<file path="src/rtl/prio_rr_arbiter.sv">
// prio_rr_arbiter
// Registered N-way arbiter. It has two selection policies, chosen at each load slot:
//   mode=0 : fixed priority, where the highest-index request wins.
//   mode=1 : round-robin, where the search starts at ptr and wraps at N.
// The chosen winner goes into output registers, one clock after req is sampled.
//
// Handshake (valid/ready): out_valid=1 means grant_idx/grant_onehot carry a
// grant. The consumer takes it on any rising edge where out_ready=1. While
// out_valid=1 and out_ready=0, every output and ptr stays frozen, whatever req
// does. A "load slot" is an edge with out_valid=0 or out_ready=1. Only at a
// load slot are req and mode sampled. At that slot the registers take either
// the new winner or, when req==0, an empty grant. An empty grant keeps
// grant_idx at its last value.
module prio_rr_arbiter #(
    parameter int N = 8,
    parameter int W = $clog2(N)
) (
    input  logic         clk,
    input  logic         rst_n,
    input  logic [N-1:0] req,
    input  logic         mode,
    input  logic         out_ready,
    output logic         out_valid,
    output logic [W-1:0] grant_idx,
    output logic [N-1:0] grant_onehot
);

    // Registered state
    logic         out_valid_q, out_valid_d;
    logic [W-1:0] grant_idx_q, grant_idx_d;
    logic [N-1:0] grant_onehot_q, grant_onehot_d;
    logic [W-1:0] ptr_q, ptr_d;

    // Selection intermediates
    logic         load_slot;
    logic         any_req;
    logic [W-1:0] fixed_idx;
    logic [N-1:0] rr_rot;
    logic [W-1:0] rr_off;
    logic [W:0]   rr_sum;
    logic [W-1:0] rr_idx;
    logic [W-1:0] win_idx;
    logic [W-1:0] ptr_after_win;

    assign load_slot = !out_valid_q || out_ready;
    assign any_req   = |req;

    // Fixed priority: scan upward so the last set bit seen, the highest index, wins.
    always_comb begin
        fixed_idx = '0;
        for (int i = 0; i < N; i++) begin
            if (req[i]) begin
                fixed_idx = W'(i);
            end
        end
    end

    // Rotate req right by ptr, so bit k of rr_rot is requester (ptr+k) mod N.
    assign rr_rot = N'({req, req} >> ptr_q);

    // Round-robin: the lowest set bit of the rotated vector is the first requester at or after ptr.
    always_comb begin
        rr_off = '0;
        for (int i = N - 1; i >= 0; i--) begin
            if (rr_rot[i]) begin
                rr_off = W'(i);
            end
        end
    end

    // Undo the rotation. The sum is below 2N, so a single conditional subtract wraps it at N.
    always_comb begin
        rr_sum = {1'b0, ptr_q} + {1'b0, rr_off};
        if (rr_sum >= (W+1)'(N)) begin
            rr_sum = rr_sum - (W+1)'(N);
        end
        rr_idx = rr_sum[W-1:0];
    end

    // Pick the policy's winner and compute the pointer that follows it, wrapping at N and not at 2^W.
    always_comb begin
        win_idx       = mode ? rr_idx : fixed_idx;
        ptr_after_win = (win_idx == W'(N - 1)) ? '0 : win_idx + 1'b1;
    end

    // Next-state: load a new grant or an empty grant at a load slot, otherwise hold everything.
    always_comb begin
        out_valid_d    = out_valid_q;
        grant_idx_d    = grant_idx_q;
        grant_onehot_d = grant_onehot_q;
        ptr_d          = ptr_q;
        if (load_slot) begin
            if (any_req) begin
                out_valid_d    = 1'b1;
                grant_idx_d    = win_idx;
                grant_onehot_d = {{(N-1){1'b0}}, 1'b1} << win_idx;
                if (mode) begin
                    ptr_d = ptr_after_win;
                end
            end else begin
                out_valid_d    = 1'b0;
                grant_onehot_d = '0;
            end
        end
    end

    // State registers. Asynchronous reset drops any pending grant and rewinds ptr.
    always_ff @(posedge clk or negedge rst_n) begin
        if (!rst_n) begin
            out_valid_q    <= 1'b0;
            grant_idx_q    <= '0;
            grant_onehot_q <= '0;
            ptr_q          <= '0;
        end else begin
            out_valid_q    <= out_valid_d;
            grant_idx_q    <= grant_idx_d;
            grant_onehot_q <= grant_onehot_d;
            ptr_q          <= ptr_d;
        end
    end

    assign out_valid    = out_valid_q;
    assign grant_idx    = grant_idx_q;
    assign grant_onehot = grant_onehot_q;

endmodule

</file>
<file path="config.mk">
export PLATFORM = sky130hd
export DESIGN_NAME = prio_rr_arbiter
export DESIGN_NICKNAME = d
export VERILOG_FILES = /design/src/rtl/prio_rr_arbiter.sv
export SDC_FILE = /design/constraint.sdc
export NUM_CORES = 1
export LEC_CHECK = 0
export CAP_MARGIN = 20
export CORE_UTILIZATION = 40
export CTS_BUF_LIST = sky130_fd_sc_hd__clkbuf_4 sky130_fd_sc_hd__clkbuf_8
export CTS_CLUSTER_DIAMETER = 120
export CTS_CLUSTER_SIZE = 8
export DETAILED_ROUTE_END_ITERATION = 7
export DONT_BUFFER_PORTS = 1
export PLACE_DENSITY = 0.53
export SYNTH_ARGS = -nofsm -noshare
export SYNTH_HDL_FRONTEND = slang
export SYNTH_SLANG_ARGS = --single-unit
</file>
<file path="constraint.sdc">
create_clock -name clk -period 4.4 [get_ports clk]
set_clock_uncertainty 0.2 [all_clocks]
set_input_delay 0.44 -clock clk [delete_from_list [all_inputs] [get_ports clk]]
set_output_delay 0.44 -clock clk [all_outputs]
set_load 0.01 [all_outputs]
</file>
Word level (Yosys, flattened, before mapping)
Index checks and enable logic that the tools add are counted.
{ "classes": {"n_addsub": 3, "n_lt_le_gt_ge": 1, "n_eq_ne": 1, "n_shift": 2, "muxes": 20, "n_reduce_logical": 5} }
{ "op_table": {"columns": ["operator", "count"], "rows": [
  ["3-bit 2-to-1 mux", 16],
  ["16-bit by 3-bit >> shifter with 8-bit output", 1],
  ["8-bit 2-to-1 mux", 1],
  ["8-bit OR reduction", 1],
  ["1-bit by 3-bit << shifter with 8-bit output, first input constant", 1],
  ["3-bit by 3-bit adder with 4-bit output", 1],
  ["4-bit >= comparator, second input constant", 1],
  ["3-bit by 1-bit adder with 3-bit output, second input constant", 1],
  ["3-bit equality test, second input constant", 1],
  ["3-bit AND reduction", 1],
  ["3-bit by 1-bit subtractor with 3-bit output, second input constant", 1],
  ["1-bit 2-to-1 mux", 2],
  ["2-bit 2-to-1 mux", 1],
  ["2-bit AND reduction", 1],
  ["1-bit logical NOT", 1],
  ["1-bit logical OR", 1]
]} }
{ "totals": {"reg_bits": 15, "inputBits": 12, "output_inout_bits": 12, "wordCells": 36} }

Longest topological paths before layout
{ "depth": {"ltp_word": 15, "ltp_mapped": 18, "mapped_depth_nobuf": 16} }

Worst setup path after synthesis
Ideal clock, no wire load.
{ "synth_timing": {"kind": "register to register", "from": "register ptr_q[0]", "to": "register ptr_q[2]", "setup_ns": 0.125, "arrival_time_ns": 3.428, "required_ns": 4.075, "path_slack_ns": 0.648, "stages_incl_launch_ff": 18, "path_buffers": 2, "period_less_slack_ns": 3.752, "path_cell_list": "dfrtp_1 buf_2 buf_1 inv_1 a211oi_1 nor3_1 a31oi_1 a31oi_1 o21ai_0 ha_1 inv_1 fa_1 xnor2_1 a2111o_1 nand3_4 inv_1 ha_1 mux2_2"} }
{ "synth_via": {"elab_chain_len": 15, "elab_cells_between_ends": 17, "classes_between": "add/sub: 3; order compare: 1; eq/ne: 1; shift: 1; mux: 11"} }
{ "synth_rtl": {"columns": ["item", "line_no", "source"], "rows": [
  ["start, declared", "32", "logic [W-1:0] ptr_q, ptr_d;"],
  ["start signal, assigned", "118", "ptr_q <= ptr_d;"],
  ["16-bit by 3-bit >> shifter with 8-bit output", "59", "assign rr_rot = N'({req, req} >> ptr_q);"],
  ["3-bit 2-to-1 mux (8 in a row)", "65", "if (rr_rot[i]) begin"],
  ["3-bit by 3-bit adder with 4-bit output (*)", "73", "rr_sum = {1'b0, ptr_q} + {1'b0, rr_off};"],
  ["4-bit >= comparator or 3-bit by 1-bit subtractor with 3-bit output (tied branches)", "74, 75", null],
  ["3-bit 2-to-1 mux (*)", "74", "if (rr_sum >= (W+1)'(N)) begin"],
  ["3-bit 2-to-1 mux (*)", "82", "win_idx = mode ? rr_idx : fixed_idx;"],
  ["3-bit by 1-bit adder with 3-bit output or 3-bit equality test (tied branches)", "83", "ptr_after_win = (win_idx == W'(N - 1)) ? '0 : win_idx + 1'b1;"],
  ["3-bit 2-to-1 mux (*)", "83", null],
  ["via ptr_after_win[2]", "43", "logic [W-1:0] ptr_after_win;"]
]} }
Mark *: on every way through the listed nets, which the timed path passes. The rest lies on a longest branch.
A chain may end at the register's enable or synchronous reset.

Worst setup path after layout
{ "layout_timing": {"from": "register ptr_q[0]", "to": "register ptr_q[2]"} }
{ "layout_via": {"elab_chain_len": 15, "elab_cells_between_ends": 17, "classes_between": "add/sub: 3; order compare: 1; eq/ne: 1; shift: 1; mux: 11"} }
{ "layout_rtl": {"columns": ["item", "line_no", "source"], "rows": [
  ["16-bit by 3-bit >> shifter with 8-bit output", "59", null],
  ["3-bit 2-to-1 mux (8 in a row)", "65", null],
  ["3-bit by 3-bit adder with 4-bit output (*)", "73", null],
  ["4-bit >= comparator or 3-bit by 1-bit subtractor with 3-bit output (tied branches)", "74, 75", null],
  ["3-bit 2-to-1 mux (*)", "74", null],
  ["3-bit 2-to-1 mux (*)", "82", null],
  ["via win_idx[1]", "42", "logic [W-1:0] win_idx;"],
  ["3-bit by 1-bit adder with 3-bit output or 3-bit equality test (tied branches)", "83", null],
  ["3-bit 2-to-1 mux (*)", "83", null],
  ["via ptr_after_win[2]", "43", null]
]} }
Marked as above.

==> metrics.md <==
| Metric | Value |
|---|---|
| Status | completed |
| Pleak | roughly 0.57 nW |
| Initial antenna violation count | 0 |
| Data required time of the worst path | 4.38 ns |
| Mean post-synth cell area | 8.23 um2 |
| Max VDD drop | between 300 and 400 uV |
| Vias in the first global route | ~1100 |
| CTS resizes | 0 |
| EDFF count, synth | 0 |
| Core area | roughly 3100 um2 |
| Fillers | 317 |
| Power Dens Cells | between 500 and 600 nW/um2 |
| Main synth FF type | dfrtp_1 |
| Critical Path AT | around 3.9 ns |
| IO Port Bufs | 0 |
| Rows | 20 |
| Initial Utilization | 0.422 |
| Worst Path Max Fanout | 18 |
| Clock root cell | clkbuf_4 |
| Slew headroom | 0.530 |
| Cells after Synth | approximately 160 |
| Number of clock sinks | 15 |
| Crit-path most repeated cell | ha_1 |
| Crit path launch type | register |
| CP max-delay cell | dfrtp_1 |
| Register Area | between 300 and 400 um2 |
| Die width | just under 60 um |
| Crit path time final | roughly 3.9 ns |
| Grt ovf | 0 |
| Final core utilization | 0.443 |
| Nets@finish | around 170 |
| Final setup fails | 0 |
| Drt initial violations | 66 |
| Tightest Pin Transition | 0.703 ns |
| Post-synth ARST share | 1.00 |
| N_diodes | 0 |
| DR WL/cell | between 15 and 20 um |
| Total GRT Usage | 0.195 |
| Worst-Skew Late Latency | roughly 0.28 ns |
| Register-to-register setup slack | slightly above 0.5 ns |
| Layout area overhead | 4.91% |
| Yosys reg bits | 15 |
| Most frequent cell after synthesis | nand2_1 |
| Setup CP Type | reg -> reg |
| DIE AREA | ~3500 um2 |
| Critical Path Max Stage Delay | approximately 0.65 ns |
| Sequential-to-total area share from yosys stat | 0.289 |
| Clk buf depth | 2 |
| Yosys warning count | 0 |
| Max Cap Violations | 0 |
| Die span in y | 59.0 um |
| Drt first pass iters | 4 |
| First-pass GRT wire length | slightly above 5 mm |
| Post-synth top area share | 0.289 |
| Setup_tns | 0 ns |
| Worst Hold Class | in -> reg |
| Largest net degree at the start of global routing | 19 |
| CTS Buf Count | 3 |
| Reg clk slew, reported paths | around 0.090 ns |
| RSZ-0062 raised after global routing | no |
| RR Startpoint | ptr_q[0] |
| Remaining DRCs | 0 |
| Vias per inst | between 5 and 6 |
| Crit-path cells | mux2_2 -> or2_2 -> a21oi_1 -> o21ai_0 -> a31oi_1 -> o21ai_0 -> ha_1 -> inv_1 -> fa_1 -> a21oi_1 -> ha_1 -> ha_1 -> mux2_2 |
| Final WS setup | 0.503 ns |
| Final count of hold timing violations | 0 |
| Syn_nets | around 180 |
| Hold path startpoint | req[0] |
| Gpl congestion | ~0.81 |
| Most frequent cells after synthesis | 18 x nand2_1, 15 x dfrtp_1, 13 x inv_1 |
| Multi-input logic area | between 800 and 900 um2 |
| Post-route ant nets | 0 |
| DP Cell Count | between 150 and 200 |
| # IOs | 24 |
| Setup crit start | ptr_q[0] |
| H-tree Lvls | 1 |
| Period Utilization, post-route | 0.886 |
| Post-CTS Setup Repair Bufs | 0 |
| Vias | 1162 |
| Place WS | 0.514 ns |
| F_max | ~260 MHz |
| Synth area leaders | dfrtp_1 29%, ha_1 5.8%, nand2_1 5.2% |
| Final wirelength | 3.02 mm |
| CP endpoint kind | register |
| Layout cells sized above 1 | 0.0974 |
| CTS tree | done |
| Detail Placement HPWL | approximately 2.3 mm |
| Fin. max-slew vios | 0 |
| Non-filler cells, final | approximately 200 |
| Synth area leader | dfrtp_1 |
| Synth cell types | 43 |
| Mapped Area | 1300 um2 |
[final timing paths]
check,end,cells after the start
min reg2reg,grant_onehot[5],2
min,out_valid,2
max reg2reg,ptr_q[2],13
min in group asynchronous,grant_onehot[2],1
max,ptr_q[2],13
max in group asynchronous,ptr_q[0],1
[kinds of logic after synthesis]
group                    after synthesis  share of synthesized area
XOR/XNOR                               1                    0.00674
adder cells (fa/ha/maj)                7                     0.0731
AO/OA/AOI/OAI                         51                      0.277
multiplexers                           7                     0.0674
AND/OR/NAND/NOR                       52                      0.208
buffers and inverters                 25                     0.0789
flip-flops                            15                      0.289
[what timing repair did]
item / in CTS / in global routing
setup endpoints to repair: 0 / 0
hold buffers: 1 / 0
endpoints found under the hold margin: 15 / 0
[cells in the final DEF, fill, tap and decap left out, types with 2 or more instances in the layout]
cell,n
a21oi_1,11
a2111oi_0,3
nand3_1,3
o21ai_0,10
nand2_1,18
a21o_1,2
ha_1,6
a31oi_1,3
clkbuf_4,4
or2_2,2
a2111o_1,2
dfrtp_1,15
nor3_1,7
nor4_1,2
mux2_2,4
a211oi_1,5
or4b_1,2
inv_1,13
nor2b_1,6
a32o_1,4
a211o_1,2
buf_4,3
mux2i_1,2
nor2_1,7
[final cells by class]
class / count / share of cell area
flip-flops and latches: 15 / 0.275
clock buffers: 4 / 0.0220
well taps: 44 / 0.0404
repair buffers: 4 / 0.0239
multi-input cells: 118 / 0.603
inverters: 13 / 0.0358
[metal layers]
metal | global-route usage | part of all wire | up-vias | wire length (um)
met3 | 0.0655 | 0.058 | 5 | 175
met5 | 0 | 0 | - | 0
met4 | 0.0476 | 0.0066 | 0 | 20
met2 | 0.273 | 0.42 | 21 | 1280
li1 | - | - | 568 | -
met1 | 0.287 | 0.51 | 568 | 1550
[worst max-delay path, delay by kind of cell, from the launching register on]
family / cells / cell delay (ns)
fa+ha+maj: 4 / 1.07
flops: 1 / 0.65
buf+inv: 1 / 0.07
mux: 2 / 0.68
simple gates: 1 / 0.28
compound gates: 5 / 0.84
[state kept, by name (all words and copies together), names as in the netlist]
name,count
grant_idx,3
out_valid,1
ptr_q,3
grant_onehot,8
[power breakdown]
group / switching (mW) / leakage, nW / internal (mW)
logic: 0.241 / 0.365 / 0.193
clock network: 0.0429 / 0.0184 / 0.0414
registers: 0.0982 / 0.185 / 0.192
total: 0.382 / 0.568 / 0.427
[through the flow]
step	instance area, um2	hold WS, ns	power (mW)
after floorplan	1300	-0.0556	0.629
after global placement	1320	-0.0553	0.715
after detailed placement	1320	-0.0554	0.722
after CTS	1360	0.0847	0.816
after global routing	1360	0.0901	0.893
final	1360	0.0930	0.809
No activity file was read; power rests on OpenSTA's default activity.
==> patch (config.mk and constraints unchanged) <==
Reset style: synchronous (`rst_n`), changed in one clocked block. Comments in the files are not updated.
--- a/src/rtl/prio_rr_arbiter.sv
+++ b/src/rtl/prio_rr_arbiter.sv
@@ -107,3 +107,3 @@
     // State registers. Asynchronous reset drops any pending grant and rewinds ptr.
-    always_ff @(posedge clk or negedge rst_n) begin
+    always_ff @(posedge clk) begin
         if (!rst_n) begin
Check against the original RTL: differs if rst_n is asserted again (counterexample within 4 cycles, from zero or initial values and one cycle with rst_n low); with rst_n held inactive, the same outputs for 10 cycles.
==> patch against the original RTL <==
Sequential power down 21%. Sequential cell count unchanged. Routed wire length up 17%. Global-route usage down 0.89 points. Worst hold slack better by 2.0 ps. Setup slack better by 53 ps. Combinational power up 2%. Power down 2.7%. Critical path depth up 3. Clock power up 34%. Final area up 12%. Area after synthesis up 14%. Critical endpoint is now ptr_q[2].
==> patch: results (changes against the original RTL) <==
share of cells above drive strength 1 0.116 (+0.0186); crit-path max FO 25 (+7); Worst EP arrival 3780 ps (-100 ps); ys flop type dfxtp_1; via-per-instance ratio 6.13 (+4.4%); critical path's largest stage delay 650 ps (about the same); Switching Fraction 0.444 (-0.0284); crit path max-delay cell type dfxtp_2; status complete, no violations; Clk Latency, worst-skew pair 250 ps (-30 ps); DP HPWL 2650 um (+17%); DP Area 1470 sq um (+11%); Final Net Count 201 (+16%); # fillers 366 (+15%); vias in the first global route 1,260 (+17%); Slew @ Worst Pin 1040 ps (+337 ps); Reg clk slew, reported paths 60 ps (-30 ps); dominant cells by area after synthesis dfxtp_1 (20%), mux2i_1 (9.4%), ha_1 (5.1%), nor3_1 (4.7%), nand2_1 (4.5%); root buf cell clkbuf_8; Placer Congestion 0.880 (+8.5%); first-pass GRT wire length 6000 um (+16%); DR iter-0 viols 120 (+82%); WL/cell 15.6 um (+2.0%); synth cell count leaders nand2_1 (18), nor2_1 (18), dfxtp_1 (15); leak pwr 0.530 nW (-6.6%); FFs w/ async S/R, synth 0 (-1.00); largest net degree at the start of global routing 26 (+7); peak supply drop 244 uV (-22%); register area share after synthesis 0.202 (-0.0865)
[patch: cell count changes in the layout (fill, tap and decap cells not counted), moves of 4 or more]
cell,change
inv_1,-7
dfxtp_1,+14
nor3_1,+7
dfrtp_1,-15
nor2_1,+11
clkbuf_4,-4
a32o_1,-4
mux2i_1,+12
[patch: final timing paths]
path,from,end,depth (start not counted),slack (ps)
max,ptr_q[1],ptr_q[2],16,560
min,mode,ptr_q[0],1,100
max reg2reg,ptr_q[1],ptr_q[2],16,560
min reg2reg,grant_onehot[6],grant_onehot[6],2,310
[patch: power by group through the flow]
stage          logic [W]  registers [W]  clock network (W)
6_report        0.000444       0.000229           0.000113
5_1_grt         0.000496       0.000236           0.000126
4_1_cts         0.000448       0.000229           0.000116
3_5_place_dp    0.000444       0.000232                  0
3_3_place_gp    0.000439       0.000231                  0
2_1_floorplan   0.000410       0.000197                  0
[patch: what timing repair did]
action,CTS,global route
endpoints found under the setup margin,0,2
hold buffers,0,0
gates resized for setup,0,1
[patch: cell families after synthesis]
logic type,Yosys count,synth area share
AND/OR/NAND/NOR,76,0.258
AO/OA/AOI/OAI,45,0.215
buffers and inverters,24,0.0792
multiplexers,22,0.170
flip-flops,15,0.202
adder cells (fa/ha/maj),7,0.0640
XOR/XNOR,2,0.0118
[patch: layer usage]
metal / up-vias / wire length [um] / global-route usage
met4: 0 / 25 / 0.0378
li1: 689 / - / -
met2: 33 / 1550 / 0.280
met1: 665 / 1790 / 0.264
met3: 4 / 166 / 0.0474
met5: - / 0 / 0
[patch: cell type report]
cell class	count	area share
clock buffer	3	0.0271
timing repair buffer	3	0.0148
multi-input combinational	152	0.701
inverter	7	0.0173
sequential	15	0.198
tap	46	0.0378
clock inverter	1	0.00329
[patch: metrics by stage]
step / std cells / worst slack (ps) / power (W) / util / hold WS [ps]
global placement: 223 / 403 / 0.000670 / 0.428 / 313
finish: 227 / 556 / 0.000787 / 0.442 / 95.0
floorplan: 191 / 698 / 0.000607 / - / 294
CTS: 227 / 264 / 0.000792 / 0.442 / 88.3
detailed placement: 223 / 284 / 0.000676 / 0.428 / 312
global route: 227 / 204 / 0.000859 / 0.442 / 72.3
